File: config.mk
export PLATFORM = sky130hd
export DESIGN_NAME = button_event_arbiter
export DESIGN_NICKNAME = d
export VERILOG_FILES = /design/src/rtl/button_event_arbiter.sv
export SDC_FILE = /design/constraint.sdc
export NUM_CORES = 1
export LEC_CHECK = 0
export BUFFER_PORTS_ARGS = -buffer_cell sky130_fd_sc_hd__clkbuf_2
export CORE_ASPECT_RATIO = 0.7
export CORE_MARGIN = 2
export CORE_UTILIZATION = 30
export DETAILED_ROUTE_END_ITERATION = 8
export PLACE_DENSITY = 0.45
export SETUP_SLACK_MARGIN = 0.1
export SLEW_MARGIN = 20
export SYNTH_ARGS = -nofsm -noshare
export SYNTH_HDL_FRONTEND = slang
export SYNTH_SLANG_ARGS = --single-unit
File: constraint.sdc
create_clock -name clk -period 2.5 [get_ports clk]
set_clock_uncertainty 0.1 [all_clocks]
set_input_delay 0.5 -clock clk [delete_from_list [all_inputs] [get_ports clk]]
set_output_delay 0.5 -clock clk [all_outputs]
set_load 0.05 [all_outputs]
File: src/rtl/button_event_arbiter.sv
// Debounces N raw push-buttons, keeps a toggle bit per button, and queues one pending
// press per button that a round-robin arbiter serialises onto a valid/ready event port.
module button_event_arbiter #(
   parameter int N          = 4,
   parameter int DEB_CYCLES = 4,
   parameter int CW         = 8,
   parameter int IDW        = 2
) (
   input  logic           clk,
   input  logic           reset,
   input  logic [N-1:0]   button,
   input  logic           ev_ready,
   input  logic           clr_overrun,
   output logic           ev_valid,
   output logic [IDW-1:0] ev_id,
   output logic [N-1:0]   toggle_state,
   output logic [N-1:0]   overrun
);

   typedef enum logic {IDLE, GRANT} state_t;

   logic [N-1:0]   sync1_q, sync2_q;
   logic [N-1:0]   db_q;
   logic [N-1:0]   rise;
   logic [N-1:0]   consume;
   logic [N-1:0]   pend_q, pend_d;
   logic [N-1:0]   toggle_q, toggle_d;
   logic [N-1:0]   overrun_q, overrun_d;
   logic [IDW-1:0] ptr_q, ev_id_q, sel;
   logic           ev_valid_q;
   state_t         state_q;

   always_ff @(posedge clk or posedge reset) begin
      if (reset) begin
         sync1_q <= '0;
         sync2_q <= '0;
      end else begin
         sync1_q <= button;
         sync2_q <= sync1_q;
      end
   end

   generate
      for (genvar gi = 0; gi < N; gi++) begin : g_deb
         logic          db_bit_q;
         logic [CW-1:0] cnt_q;

         // Any sample that agrees with the accepted level restarts the stability count.
         always_ff @(posedge clk or posedge reset) begin
            if (reset) begin
               db_bit_q <= 1'b0;
               cnt_q    <= '0;
            end else if (sync2_q[gi] == db_bit_q) begin
               cnt_q <= '0;
            end else if (cnt_q == CW'(DEB_CYCLES - 1)) begin
               db_bit_q <= sync2_q[gi];
               cnt_q    <= '0;
            end else begin
               cnt_q <= cnt_q + 1'b1;
            end
         end

         assign db_q[gi] = db_bit_q;
         assign rise[gi] = sync2_q[gi] && !db_bit_q && (cnt_q == CW'(DEB_CYCLES - 1));
      end
   endgenerate

   always_comb begin
      consume = '0;
      for (int i = 0; i < N; i++)
         consume[i] = (state_q == GRANT) && ev_ready && (ev_id_q == IDW'(i));
   end

   // A press landing on the handshake edge of its own channel re-arms pend without overrun.
   always_comb begin
      pend_d    = (pend_q & ~consume) | rise;
      toggle_d  = toggle_q ^ rise;
      overrun_d = clr_overrun ? '0 : overrun_q;
      overrun_d = overrun_d | (rise & pend_q & ~consume);
   end

   always_ff @(posedge clk or posedge reset) begin
      if (reset) begin
         pend_q    <= '0;
         toggle_q  <= '0;
         overrun_q <= '0;
      end else begin
         pend_q    <= pend_d;
         toggle_q  <= toggle_d;
         overrun_q <= overrun_d;
      end
   end

   // Scanning from the far end backwards leaves the first pending index at or after ptr.
   always_comb begin
      int idx;
      idx = 0;
      sel = '0;
      for (int k = N - 1; k >= 0; k--) begin
         idx = int'(ptr_q) + k;
         if (idx >= N)
            idx = idx - N;
         if (pend_q[idx])
            sel = IDW'(idx);
      end
   end

   always_ff @(posedge clk or posedge reset) begin
      if (reset) begin
         state_q    <= IDLE;
         ptr_q      <= '0;
         ev_valid_q <= 1'b0;
         ev_id_q    <= '0;
      end else begin
         case (state_q)
            IDLE: begin
               if (|pend_q) begin
                  ev_id_q    <= sel;
                  ev_valid_q <= 1'b1;
                  state_q    <= GRANT;
               end
            end
            GRANT: begin
               if (ev_ready) begin
                  ev_valid_q <= 1'b0;
                  ptr_q      <= (ev_id_q == IDW'(N - 1)) ? '0 : ev_id_q + 1'b1;
                  state_q    <= IDLE;
               end
            end
         endcase
      end
   end

   assign ev_valid     = ev_valid_q;
   assign ev_id        = ev_id_q;
   assign toggle_state = toggle_q;
   assign overrun      = overrun_q;

endmodule

==> summary.txt <==
Timing
  – Setup Total Neg Slack: 0 ns
  – # setup viols final: 0
  – Minimum clock period: 1.88 ns
  – F_max: 533 MHz
  – Final Hold Viols: 0
  – Worst Tran Pin Value: 0.690 ns
  – Unrepaired setup endpoints after global routing: false
  – Final slew viol count: 0
  – Slew HR: 0.536
  – Final Cycle Share: 0.751

Yosys
  – Synth area leaders: dfrtp_1 (56%), ha_1 (5.4%), nand3_1 (3.6%), or3_1 (2.9%), nor2_1 (2.9%)
  – Sequential area share after synthesis: 0.562
  – Synth warn: 0
  – Leading area contributor after synthesis: dfrtp_1
  – Synth cell count leaders: dfrtp_1 (62), nor2_1 (21), nand3_1 (20)
  – Syn_nets: 271
  – Post-synth EDFFs: 0
  – Mapped cell area: 0.00276 mm^2
  – Cells after synthesis: 251
  – Synth Flop Type: dfrtp_1
  – Ys async rst share: 1.00
  – Unique masters post-synth: 38
  – Yosys top cell area share: 0.562
  – Most common cell in the netlist: dfrtp_1
  – FF+latch count, synth: 62
  – Synth Area per Inst: 11.0 um^2

Critical path
  – Largest stage delay on the critical path: 0.48 ns
  – Cell count along the critical path: 4
  – Req. time, crit path: 2.61 ns
  – Delay-heaviest family, CP: simple AND/OR/NAND/NOR gates
  – Crit path kind: register to register
  – Worst r2r src: g_deb[0].cnt_q[0]
  – Bufs and invs on worst path: 0
  – Crit path DAT: 1.98 ns
  – Setup crit start: g_deb[0].cnt_q[0]
  – CP endpoint kind: register
  – Slowest-stage cell, CP: or4b_4
  – Critical Path Fanout Max: 5
  – Crit-path cells: ha_1 > or4b_4 > nor3_1 > mux2_2
  – Setup crit start kind: register
  – R2r setup slk: 0.62 ns
  – Crit path capture: g_deb[0].db_bit_q
  – Reg2reg path depth: 4
  – Worst reg2reg path endpoint: g_deb[0].db_bit_q

Clock tree
  – Clock sink total: 62
  – Setup repair bufs after CTS: 0
  – Clk slew on worst S/H paths: 0.05 ns
  – Clk Latency, worst-skew pair: 0.32 ns
  – CTS hold repair buffers: 0
  – Cts repair resizes: 0
  – CTS root buffer: clkbuf_16
  – Clock buffer depth: 2
  – CTS tree: yes
  – Htree depth: 3
  – Num CTS Buffers: 9

Flow run
  – Max-cap violations: 0

Global routing
  – Largest net degree at the start of global routing: 63
  – Met1 Use GR: 0.172
  – Busiest grt layer: met1
  – Initial antenna violation count: 0
  – GRT Total Usage: 0.119
  – Global-route wire length before repair: 9330 um
  – Total grt overflow: 0
  – Met2 Use GR: 0.158
  – Vias in the first global route: 1927
  – M3 GR Usage: 0.0442

Route
  – Drt pass-1 iters: 4
  – Vias: 1893
  – Avg WL per Cell: 12.8 um
  – DRT Wirelength: 5240 um
  – DRC viols: 0
  – Remaining antenna violation count: 0
  – Vias per std cell: 4.63
  – Starting DRT DRC Count: 89

Floorplan
  – Die ar.: 0.00999 mm^2
  – Core area: 0.00900 mm^2
  – Effective utilization at floorplan: 0.307
  – Die Y: 84.2 um
  – Die X: 119 um
  – Top Ports: 19
  – FP Rows: 29

Placement
  – HPWL after DPL: 3570 um
  – I/O Buffers: 18
  – GP Congestion: 0.747

Finish
  – Layout cells sized above 1: 0.175
  – Syn-to-layout area delta: 19.9%
  – Fillers: 950
  – Ant. Diodes: 0
  – # nets final: 300

Worst hold path
  – Worst hold path type: input pin to async pin

Pwr
  – VDD IR max: 429 uV
  – Pwr dens: 1100 mW/mm^2
  – Static Leak: 0.00148 uW
  – Pwr Total: 3630 uW

Status
  – Status: finished clean
==> cells by family after synthesis <==
logic type	Yosys count	share of synthesized area
flops	62	0.562
buf+inv	18	0.0245
mux	7	0.0277
xor+xnor	15	0.0531
compound gates	43	0.0989
simple gates	94	0.179
fa+ha+maj	12	0.0544
==> metal layers <==
metal	up-vias	wire length, um
met2	31	2090
met5	-	0
met1	911	2910
met4	0	71
met3	6	168
li1	945	-
==> sequential cells by signal (all words and copies together) (netlist names), 2 cells and up <==
register        cells
g_deb.cnt_q        32
g_deb.db_bit_q      4
overrun             4
pend_q              4
sync1_q             4
sync2_q             4
toggle_state        4
ev_id               2
ptr_q               2
==> worst register-to-register path: stages (launching register included) <==
cell and delay (ns):
dfrtp_1 0.40, ha_1 0.22, or4b_4 0.48, nor3_1 0.21
mux2_2 0.35
==> layout make-up <==
class / count / area, um^2 / area share
Multi-Input combinational cell: 171 / 1140 / 0.345
Timing Repair Buffer: 19 / 110 / 0.0333
Sequential cell: 62 / 1550 / 0.469
Clock buffer: 13 / 270 / 0.0817
Clock inverter: 3 / 17.5 / 0.00530
Tap cell: 124 / 155 / 0.0469
Inverter: 17 / 63.8 / 0.0193
==> layout by cell type (no fill, tap or decap), drive strengths merged, types with 2 or more instances in the layout <==
master  synthesis  routed
dfrtp          62      62
clkbuf          1      31
nor2           21      21
nand3          20      20
nand2          18      18
inv            17      17
or3            15      15
a21oi          14      14
o21ai          12      12
ha             12      12
xor2            8       8
xnor2           7       7
mux2            5       5
nand4           4       4
nor2b           4       4
o22ai           4       4
nor4            3       3
a21o            2       2
mux2i           2       2
o31ai           2       2
or4b            2       2
o21bai          2       2
nor3            2       2
clkinv          0       2
==> power breakdown <==
group	leakage (uW)	internal, uW	switching [uW]
Clock	0.000142	748	426
Combinational	0.000529	374	624
Sequential	0.000807	1230	237
==> how the worst min path moves through the flow <==
stage               start                end  slack (ns)
5_1_grt             reset         sync1_q[1]        0.16
6_report            reset  g_deb[1].cnt_q[0]        0.11
2_1_floorplan  sync1_q[0]         sync2_q[0]        0.23
4_1_cts             reset  g_deb[1].cnt_q[0]        0.13
3_3_place_gp   sync1_q[3]         sync2_q[3]        0.23
3_5_place_dp   sync1_q[1]         sync2_q[1]        0.24
==> stage by stage <==
stage | setup slack (ns) | std cells | utilization | hold WS [ns] | instance area [um^2]
2_1_floorplan | 0.359 | 251 | - | 0.231 | 2760
3_3_place_gp | 0.652 | 393 | 0.336 | 0.232 | 3020
3_5_place_dp | 0.631 | 393 | 0.336 | 0.236 | 3020
4_1_cts | 0.624 | 409 | 0.368 | 0.133 | 3310
5_1_grt | 0.482 | 409 | 0.368 | 0.160 | 3310
6_report | 0.624 | 409 | 0.368 | 0.110 | 3310
(Power assumes the default switching activity.)
